==> config.mk <==
export PLATFORM = sky130hd
export DESIGN_NAME = wb_vmemem_bridge
export DESIGN_NICKNAME = d
export VERILOG_FILES = /design/src/rtl/wb_vmemem_bridge.sv
export SDC_FILE = /design/constraint.sdc
export NUM_CORES = 1
export LEC_CHECK = 0
export CORE_UTILIZATION = 45
export DETAILED_ROUTE_END_ITERATION = 7
export GPL_ROUTABILITY_DRIVEN = 1
export PLACE_DENSITY = 0.92
export SLEW_MARGIN = 25
export SYNTH_ARGS = -nofsm -noshare
export SYNTH_HDL_FRONTEND = slang
export SYNTH_SLANG_ARGS = --single-unit
==> constraint.sdc <==
create_clock -name Clk -period 3.35 [get_ports Clk]
set_input_delay 0.67 -clock Clk [delete_from_list [all_inputs] [get_ports Clk]]
set_output_delay 0.67 -clock Clk [all_outputs]
set_load 0.05 [all_outputs]
==> src/rtl/wb_vmemem_bridge.sv <==
// Pipelined Wishbone slave to VME-style memory target bridge.
// One access is outstanding at a time. Each request is latched, turned into
// a single-cycle read or write strobe, and answered with a registered one-cycle
// ack or err. A target that stays silent is aborted after TIMEOUT wait cycles.
module wb_vmemem_bridge #(
  parameter int unsigned TIMEOUT = 255  // wait cycles before abort, 1..255
) (
  input  logic        Clk,
  input  logic        Rst_n,
  // Wishbone pipelined slave
  input  logic        wb_cyc_i,
  input  logic        wb_stb_i,
  input  logic        wb_we_i,
  input  logic [17:0] wb_adr_i,
  input  logic [31:0] wb_dat_i,
  input  logic [3:0]  wb_sel_i,
  output logic        wb_ack_o,
  output logic        wb_err_o,
  output logic        wb_stall_o,
  output logic [31:0] wb_dat_o,
  // memory target
  output logic [17:0] VMEAddr,
  output logic [31:0] VMEWrData,
  output logic        VMERdMem,
  output logic        VMEWrMem,
  input  logic [31:0] VMERdData,
  input  logic        VMERdDone,
  input  logic        VMEWrDone,
  input  logic        VMERdError,
  input  logic        VMEWrError
);

  typedef enum logic [1:0] {
    S_IDLE,
    S_STROBE,
    S_WAIT,
    S_RESP
  } state_t;

  localparam logic [7:0] TIMEOUT_CNT = 8'(TIMEOUT);

  state_t      state_q;
  state_t      state_d;
  logic [7:0]  cnt_q;
  logic [7:0]  cnt_inc;
  logic        we_q;
  logic        aborted_q;

  logic        accept;
  logic        bad_sel;
  logic        done_m;
  logic        err_m;
  logic        timeout_hit;
  logic        abort_now;

  logic        ack_d;
  logic        err_d;
  logic        rd_mem_d;
  logic        wr_mem_d;

  // A new request can only be taken while no access is in flight.
  assign accept  = ((state_q == S_IDLE) || (state_q == S_RESP)) && wb_cyc_i && wb_stb_i;
  // Partial writes are not supported by the target; they are refused up front.
  assign bad_sel = wb_we_i && (wb_sel_i != 4'hF);

  // Only the completion/error lines matching the access direction count.
  assign done_m      = we_q ? VMEWrDone  : VMERdDone;
  assign err_m       = we_q ? VMEWrError : VMERdError;
  assign cnt_inc     = cnt_q + 8'd1;
  assign timeout_hit = (cnt_inc == TIMEOUT_CNT);
  // The master may drop the cycle in the completing cycle itself.
  assign abort_now   = aborted_q || !wb_cyc_i;

  // State register.
  // NOTE: every clocked process uses non-blocking assignments so all
  // registers update together from the values present before the edge.
  always_ff @(posedge Clk or negedge Rst_n) begin
    if (!Rst_n) begin
      state_q <= S_IDLE;
    end else begin
      state_q <= state_d;
    end
  end

  // Next-state logic.
  // NOTE: defaults are assigned first so every path drives every output and
  // no latch is inferred.
  always_comb begin
    state_d = state_q;
    case (state_q)
      S_IDLE, S_RESP: begin
        if (accept) begin
          state_d = bad_sel ? S_RESP : S_STROBE;
        end else begin
          state_d = S_IDLE;
        end
      end
      S_STROBE: state_d = S_WAIT;
      S_WAIT: begin
        if (err_m || done_m || timeout_hit) begin
          state_d = S_RESP;
        end
      end
      default: state_d = S_IDLE;
    endcase
  end

  // Output logic: stall follows the state, the rest are next values of
  // registered one-cycle pulses.
  always_comb begin
    wb_stall_o = (state_q == S_STROBE) || (state_q == S_WAIT);
    ack_d      = 1'b0;
    err_d      = 1'b0;
    rd_mem_d   = 1'b0;
    wr_mem_d   = 1'b0;
    case (state_q)
      S_IDLE, S_RESP: begin
        if (accept) begin
          if (bad_sel) begin
            err_d = 1'b1;
          end else begin
            rd_mem_d = !wb_we_i;
            wr_mem_d = wb_we_i;
          end
        end
      end
      S_WAIT: begin
        // Error has priority over Done; a timeout reports as an error.
        if (err_m) begin
          err_d = !abort_now;
        end else if (done_m) begin
          ack_d = !abort_now;
        end else if (timeout_hit) begin
          err_d = !abort_now;
        end
      end
      default: ;
    endcase
  end

  // Registered response and target strobe pulses.
  always_ff @(posedge Clk or negedge Rst_n) begin
    if (!Rst_n) begin
      wb_ack_o <= 1'b0;
      wb_err_o <= 1'b0;
      VMERdMem <= 1'b0;
      VMEWrMem <= 1'b0;
    end else begin
      wb_ack_o <= ack_d;
      wb_err_o <= err_d;
      VMERdMem <= rd_mem_d;
      VMEWrMem <= wr_mem_d;
    end
  end

  // Request latch, abort tracking, wait counter and read-data capture.
  always_ff @(posedge Clk or negedge Rst_n) begin
    if (!Rst_n) begin
      VMEAddr   <= '0;
      VMEWrData <= '0;
      we_q      <= 1'b0;
      aborted_q <= 1'b0;
      cnt_q     <= '0;
      wb_dat_o  <= '0;
    end else begin
      // Address and data stay put until the next accepted request.
      if (accept) begin
        VMEAddr   <= wb_adr_i;
        VMEWrData <= wb_dat_i;
        we_q      <= wb_we_i;
        aborted_q <= 1'b0;
      end else if (((state_q == S_STROBE) || (state_q == S_WAIT)) && !wb_cyc_i) begin
        aborted_q <= 1'b1;
      end

      if (state_q == S_STROBE) begin
        cnt_q <= '0;
      end else if ((state_q == S_WAIT) && !(err_m || done_m)) begin
        cnt_q <= cnt_inc;
      end

      if ((state_q == S_WAIT) && !we_q && VMERdDone && !VMERdError) begin
        wb_dat_o <= VMERdData;
      end
    end
  end

endmodule

* Word-level counts from Yosys, hierarchy flattened *
Index checks and enable logic that the tools add are counted.

storage, ports and cells
  bits of input ports = 95
  output and inout port bits = 87
  bits in registers = 98
  word-level logic and storage cells = 66

cells by class
  reductions and logical operators = 23
  $add $sub $neg = 1
  multiplexer cells = 25
  equality and inequality tests = 6

operator list
  operator                                              count
  two-way mux 1 bit                                     18
  two-way mux 8 bit                                     2
  adder 8 x 1 -> 8 bit (second input constant)          1
  equality test 8 bit (second input constant)           1
  logical AND 1 bit                                     8
  logical NOT 1 bit                                     6
  two-way mux 2 bit                                     3
  one-hot mux 2 bit (3 select lines)                    1
  logical OR 1 bit                                      5
  equality test 2 bit (second input constant)           2
  inequality test 4 bit (second input constant)         1
  nonzero test 2 bit                                    2
  equality test 2 x 1 -> 1 bit (second input constant)  1
  logical NOT 2 bit                                     1
  inequality test 2 bit (second input constant)         1
  one-hot mux 1 bit (2 select lines)                    1
  OR reduction 2 bit                                    1

* Depth between registers and ports, before layout *
Gate-level depths: netlist of run 1.

  depth in word-level cells = 7
  mapped depth = 7
  depth with buffers taken out = 7

* Worst setup path after synthesis of run 1 *
No wires, ideal clock.

  kind = input to register
  from = input port VMEWrDone
  to = register cnt_q[3]
  data arrival time = 1756 ps
  library setup time = 131 ps
  required time = 3219 ps
  cell stages on the path = 5
  buffers on the path = 0
  setup slack = 1462 ps
  cells stage by stage = or3b_2 -> a21oi_2 -> nand4_1 -> xor2_1 -> nor2_1

on the way
  cells in the longest elaborated chain, start to end = 5

RTL lines
  item                                 RTL line  source
  start, declared                      28        input logic VMEWrDone,
  two-way mux 1 bit                    67        assign done_m = we_q ? VMEWrDone : VMERdDone;
  logical OR 1 bit                     178       end else if ((state_q == S_WAIT) && !(err_m || done_m)) begin
  logical NOT 1 bit                    178
  logical AND 1 bit                    178
  nonzero test 2 bit (no source line)  --
  end signal, assigned                 179       cnt_q <= cnt_inc;
  end, declared                        44        logic [7:0] cnt_q;

No other way between the ends.
A chain may end at the register's enable or synchronous reset.

* Worst setup path after layout of run 1 *
  from = register state_q[0]
  to = output port wb_stall_o

on the way
  cells in the longest elaborated chain, start to end = 2
  elaborated cells between the ends (all ways) = 3
  those cells by class = eq/ne: 2; reduce/logical: 1

RTL lines
  item                                                                 RTL line  source
  start, declared                                                      42        state_t state_q;
  start signal, assigned                                               81        state_q <= state_d;
  equality test 2 x 1 -> 1 bit or equality test 2 bit (tied branches)  111       wb_stall_o = (state_q == S_STROBE) || (state_q == S_WAIT);
  logical OR 1 bit (*)                                                 111
  end, declared                                                        19        output logic wb_stall_o,

Every way passes the cells marked *; elsewhere a longest branch is shown, timed or not.

==> impl_metrics.env, run 1 <==
export IMPL_die_h_um=95.8
export IMPL_clk_pin_slew_ns=0.10
export IMPL_status="complete, no violations"
export IMPL_grt_max_degree=53
export IMPL_yosys_warnings=0
export IMPL_yosys_top_cells_area="dfrtp_1, nand2_1, mux2_2"
export IMPL_setup_tns_ns=0
export IMPL_synth_edf_count=0
export IMPL_finalHoldViolCount=0
export IMPL_ff_latch_area_um2=2450
export IMPL_viasPerCell=4.93
export IMPL_multi_input_area_um2=1420
export IMPL_fin_area_um2=6100
export IMPL_dr_pass1_iters=4
export IMPL_end_kind="primary output"
export IMPL_period_needed_ns=2.80
export IMPL_slew_headroom_pct=35.4
export IMPL_start_util_pct=47.2
export IMPL_ys_flop_type="dfrtp_1"
export IMPL_finalClockSkew_ns=0.0143
export IMPL_maxSlewViolCount=0
export IMPL_grt_pass1_wl_um=15700
export IMPL_drcViolationCount=0
export IMPL_cts_setup_buffers=0
export IMPL_synthToLayoutAreaGrowth_pct=54.1
export IMPL_ys_ff_latch=98
export IMPL_cts_sinks=98
export IMPL_dr_first_iter_drc_count=92
export IMPL_synth_area_per_cell_um2=10.5
export IMPL_cts_buffers=9
export IMPL_gp_congestion=0.779
export IMPL_vias=3286
export IMPL_core_um2=8380
export IMPL_fin_crit_sh_pct=83.6
export IMPL_antenna_found_initial=0
export IMPL_crit_fanout=5
export IMPL_irDropWorstVdd_v=0.000654
export IMPL_arrival_ns=2.13
export IMPL_dieArea_um2=9170
export IMPL_ctsResizeCount=0
export IMPL_path_cells="inv_1 -> ha_1 -> inv_1 -> clkdlybuf4s50_1"
export IMPL_clk_path_buf_depth=2
export IMPL_antenna_cells=0
export IMPL_synthCells=377
export IMPL_fin_cells=667
export IMPL_fp_dieW_um=95.8
export IMPL_io_pins=182
export IMPL_grt_busiest_layer="met2"
export IMPL_rows=33
export IMPL_tightest_slew_ns=0.968
export IMPL_post_drt_wl_per_cell_um=15.3
export IMPL_cp_slowest_cell="clkdlybuf4s50_1"
export IMPL_cp_start_kind="flop"
export IMPL_powerDensity_nw_per_um2=1090
export IMPL_grtUsageMet3_pct=6.56
export IMPL_drive_gt1_share_pct=11.6
export IMPL_cts_root_buf="clkbuf_8"
export IMPL_synth_nets=476
export IMPL_placed_area_um2=5870
export IMPL_fmax_ghz=0.357
export IMPL_gr_total_overflow=0
export IMPL_required_ns=2.68
export IMPL_final_util_pct=72.7
export IMPL_synthTopCellsByCount="nand2_1, dfrtp_1, mux2_2"
export IMPL_hold_class="in2async"
export IMPL_postCtsHoldBufs=0
export IMPL_yosys_area_top_type_share_pct=62.0
export IMPL_grtUsageMet2_pct=42.1
export IMPL_htreeDepth=3
export IMPL_finalSetupViolCount=0
export IMPL_numPortBuffers=181
export IMPL_yosys_area_top_type="dfrtp_1"
export IMPL_yosysUniqueCellTypes=33
export IMPL_cpPeakStageDelay_ns=0.82
export IMPL_rsz0062_at_grt="false"
export IMPL_clk_latency_ns=0.36
export IMPL_seq_area_frac_synth_pct=62.0
export IMPL_routed_wl_um=10200
export IMPL_nets=656
export IMPL_grt_pass1_vias=3391
export IMPL_synth_most_common_cell="nand2_1"
export IMPL_grt_util_met1_pct=24.5
export IMPL_crit_top_cell="inv_1"
export IMPL_cap_violations=0
export IMPL_fillCellCount=583
export IMPL_dp_cells=651
export IMPL_dp_hpwl_um=7560
export IMPL_final_antenna_net_count=0
export IMPL_syn_area_um2=3960
export IMPL_crit_type="reg2out"
export IMPL_grt_use_total_pct=23.0
export IMPL_cts_tree="yes"
export IMPL_ys_async_sr_fraction_pct=100
export IMPL_p_leak_nw=2.79
## placed cells by master, fill, tap and decap left out, types with 3 or more instances in the layout
cell             instances
clkdlybuf4s50_1        180
nand2_1                162
dfrtp_1                 98
mux2_2                  33
nor2_1                  12
clkbuf_8                 9
inv_1                    7
xor2_1                   6
nand3_1                  5
buf_4                    5
ha_1                     4
nand4_1                  3
a21oi_1                  3
## cells by family (layout without fill, tap and decap cells)
logic type,count (synthesis),in the layout,share of synthesized area [%]
and+or+nand+nor,196,196,20.0
AOI/OAI and AO/OA,12,12,2.37
xor gates and xnor gates,8,8,1.77
adders and majority gates,4,4,1.27
buffers and inverters,23,208,2.37
muxes,36,36,10.3
DFF,98,98,62.0
## layer usage
layer	share of wire [%]	vias up
li1	-	1565
met1	37	1569
met2	53	131
met3	7.7	21
met4	2.2	0
met5	0	-
## through the flow
stage          total power, mW  hold slack [ns]  setup WS, ns
2_1_floorplan             4.47            0.374          1.46
3_3_place_gp              5.71            0.457         0.873
3_5_place_dp              5.85            0.461         0.807
4_1_cts                   6.71            0.287         0.550
5_1_grt                   6.99            0.305         0.477
6_report                  6.66            0.269         0.549
## state kept, by name, summed over array words and instances (netlist names)
register,cells
VMERdMem,1
state_q,2
aborted_q,1
we_q,1
VMEWrData,32
wb_ack_o,1
wb_dat_o,32
VMEAddr,18
VMEWrMem,1
cnt_q,8
wb_err_o,1
## worst paths after layout
| kind | start | endpoint | slack, ns | depth (start not counted) |
|---|---|---|---|---|
| setup reg to reg | state_q[0] | VMEAddr[12] | 1.21 | 5 |
| setup / recovery | state_q[0] | wb_stall_o | 0.55 | 4 |
| hold / removal | Rst_n | wb_err_o | 0.27 | 1 |
| min in group Clk | VMEAddr[4] | VMEAddr[4] | 0.48 | 2 |
| max in group asynchronous | Rst_n | VMEWrData[19] | 2.27 | 2 |
| hold reg to reg | VMEAddr[4] | VMEAddr[4] | 0.48 | 2 |
## power by group
part / switching [mW] / total, mW / internal (mW)
sequential: 0.315 / 2.01 / 1.70
clock: 0.421 / 0.849 / 0.428
combinational: 2.49 / 3.80 / 1.31
total: 3.23 / 6.66 / 3.43
## cell type report
cell class              instances  area share (%)
multi-input cells             256            23.3
flip-flops and latches         98            40.2
inverters                       7           0.431
clock buffers                   9            2.03
repair buffers                185            30.2
well taps                     105            2.16
clock inverters                 7            1.66
## critical path: cells and delay by family, from the launching register on
kind,cells,cell delay (ns)
buffers and inverters,3,1.02
DFF,1,0.38
adders and majority gates,1,0.37
Note: power is estimated with default switching activity, not from simulation.
==> run 2: changes to the inputs <==
--- a/config.mk
+++ b/config.mk
@@ -5,10 +5,10 @@
 export SDC_FILE = /design/constraint.sdc
 export NUM_CORES = 1
 export LEC_CHECK = 0
-export CORE_UTILIZATION = 45
+export CORE_UTILIZATION = 37
 export DETAILED_ROUTE_END_ITERATION = 7
 export GPL_ROUTABILITY_DRIVEN = 1
-export PLACE_DENSITY = 0.92
+export PLACE_DENSITY = 0.82
 export SLEW_MARGIN = 25
 export SYNTH_ARGS = -nofsm -noshare
 export SYNTH_HDL_FRONTEND = slang
==> constraint.sdc (replaced) <==
create_clock -name Clk -period 2.3 [get_ports Clk]
set_input_delay 0.46 -clock Clk [delete_from_list [all_inputs] [get_ports Clk]]
set_output_delay 0.46 -clock Clk [all_outputs]
set_load 0.05 [all_outputs]
==> impl_metrics.env, run 2 (synthesized netlist as in run 1, its figures left out) <==
export IMPL_status="complete, no violations"
export IMPL_grt_use_total_pct=19.0
export IMPL_final_antenna_net_count=0
export IMPL_htreeDepth=3
export IMPL_powerDensity_nw_per_um2=1560
export IMPL_tightest_slew_ns=0.536
export IMPL_dp_hpwl_um=7460
export IMPL_dr_pass1_iters=6
export IMPL_numPortBuffers=181
export IMPL_routed_wl_um=10100
export IMPL_finalClockSkew_ns=0.00761
export IMPL_hold_class="reg2reg"
export IMPL_cts_sinks=98
export IMPL_fin_hold_ws_ns=0.480
export IMPL_holdPathStages=2
export IMPL_viasPerCell=4.66
export IMPL_vias=3265
export IMPL_min_delay_start="VMEWrData[13]"
export IMPL_maxSlewViolCount=0
export IMPL_mostFrequentLayoutCell="clkdlybuf4s50_1"
export IMPL_finalHoldViolCount=0
export IMPL_crit_fanout=6
export IMPL_cts_setup_buffers=0
export IMPL_cap_violations=0
export IMPL_ff2ff_setup_slack_ns=0.28
export IMPL_r2r_cells=6
export IMPL_nets=659
export IMPL_core_um2=10300
export IMPL_die_h_um=105
export IMPL_ff_latch_area_um2=2450
export IMPL_synthToLayoutAreaGrowth_pct=56.5
export IMPL_fp_dieW_um=105
export IMPL_start_util_pct=38.3
export IMPL_arrival_ns=2.26
export IMPL_antenna_cells=0
export IMPL_clk_latency_ns=0.35
export IMPL_dieArea_um2=11100
export IMPL_gp_congestion=0.791
export IMPL_cp_start_kind="flop"
export IMPL_gr_total_overflow=0
export IMPL_drive_gt1_share_pct=11.9
export IMPL_rsz0062_at_grt="false"
export IMPL_p_leak_nw=2.82
export IMPL_finalSetupViolCount=0
export IMPL_cts_buffers=9
export IMPL_slew_headroom_pct=64.2
export IMPL_post_drt_wl_per_cell_um=14.4
export IMPL_clk_path_buf_depth=2
export IMPL_rows=37
export IMPL_r2r_start="cnt_q[0]"
export IMPL_cts_root_buf="clkbuf_8"
export IMPL_dr_first_iter_drc_count=116
export IMPL_fmax_ghz=0.495
export IMPL_required_ns=2.54
export IMPL_clk_pin_slew_ns=0.09
export IMPL_ctsResizeCount=0
export IMPL_reg2reg_to="state_q[1]"
export IMPL_drcViolationCount=0
export IMPL_grt_max_degree=53
export IMPL_multi_input_area_um2=1420
export IMPL_antenna_found_initial=0
export IMPL_grt_pass1_vias=3463
export IMPL_crit_type="reg2reg"
export IMPL_mostFrequentLayoutCells="clkdlybuf4s50_1, nand2_1, dfrtp_1, mux2_2"
export IMPL_p_total_mw=9.66
export IMPL_hold_path_endpoint="VMEWrData[13]"
export IMPL_fillCellCount=864
export IMPL_fin_crit_sh_pct=87.9
export IMPL_grt_pass1_wl_um=16600
export IMPL_period_needed_ns=2.02
export IMPL_io_pins=182
export IMPL_end_kind="flop"
export IMPL_cts_tree="yes"
export IMPL_setup_tns_ns=0
export IMPL_postCtsHoldBufs=1
export IMPL_irDropWorstVdd_v=0.000793
export IMPL_reg_top3="VMEWrData (32), wb_dat_o (32), VMEAddr (18)"
## run 2: changes by cell type in the layout (fill, tap and decap cells not counted)
| cell | change |
|---|---|
| buf_12 | +4 |
| clkinv_4 | -1 |
| bufinv_16 | -1 |
| dlygate4sd3_1 | +1 |
| inv_8 | -1 |
| clkinv_2 | -1 |
| clkbuf_8 | +3 |
| clkdlybuf4s50_1 | -1 |
| buf_4 | -1 |
## run 2: power breakdown
part / switching (mW) / leakage (nW) / internal (mW)
logic: 3.63 / 1.49 / 1.94
registers: 0.442 / 1.22 / 2.47
clock network: 0.583 / 0.105 / 0.591
## run 2: final cells by class
cell class	count	share of cell area, %
multi-input combinational	256	22.9
clock inverter	3	0.747
clock buffer	12	2.67
inverter	7	0.424
timing repair buffer	188	30.9
tap	136	2.75
sequential	98	39.6
## run 2: metal layers
metal | share of wire [%] | GRT usage, %
met1 | 40 | 22.9
met2 | 48 | 32.0
met3 | 9.9 | 6.00
met4 | 1.4 | 6.64
met5 | 0 | 0
## run 2: critical path, stage by stage (launching register included)
cell	delay (ns)
dfrtp_1	0.47
ha_1	0.28
and3_1	0.24
xnor2_1	0.19
a211oi_2	0.08
a211oi_2	0.33
mux2_4	0.33
## run 2: worst max path at each step
stage          slack (ns)         from          end  depth (start not counted)
6_report             0.28     cnt_q[0]   state_q[1]                          6
5_1_grt              0.19     cnt_q[0]   state_q[1]                          6
4_1_cts              0.26  VMEAddr[16]  VMEAddr[16]                          1
3_5_place_dp        -0.02    VMEWrDone     cnt_q[3]                          6
3_3_place_gp          0.1    VMEWrDone     cnt_q[3]                          6
2_1_floorplan        0.47     cnt_q[0]   state_q[1]                          6
## run 2: stage by stage
step / setup slack, ns / utilization [%] / instances / cell area [um2]
3_3_place_gp: 0.0970 / 57.8 / 684 / 5970
5_1_grt: 0.188 / 60.0 / 700 / 6190
2_1_floorplan: 0.468 / - / 377 / 3960
3_5_place_dp: -0.0243 / 57.8 / 684 / 5970
6_report: 0.278 / 60.0 / 700 / 6190
4_1_cts: 0.263 / 60.0 / 700 / 6190
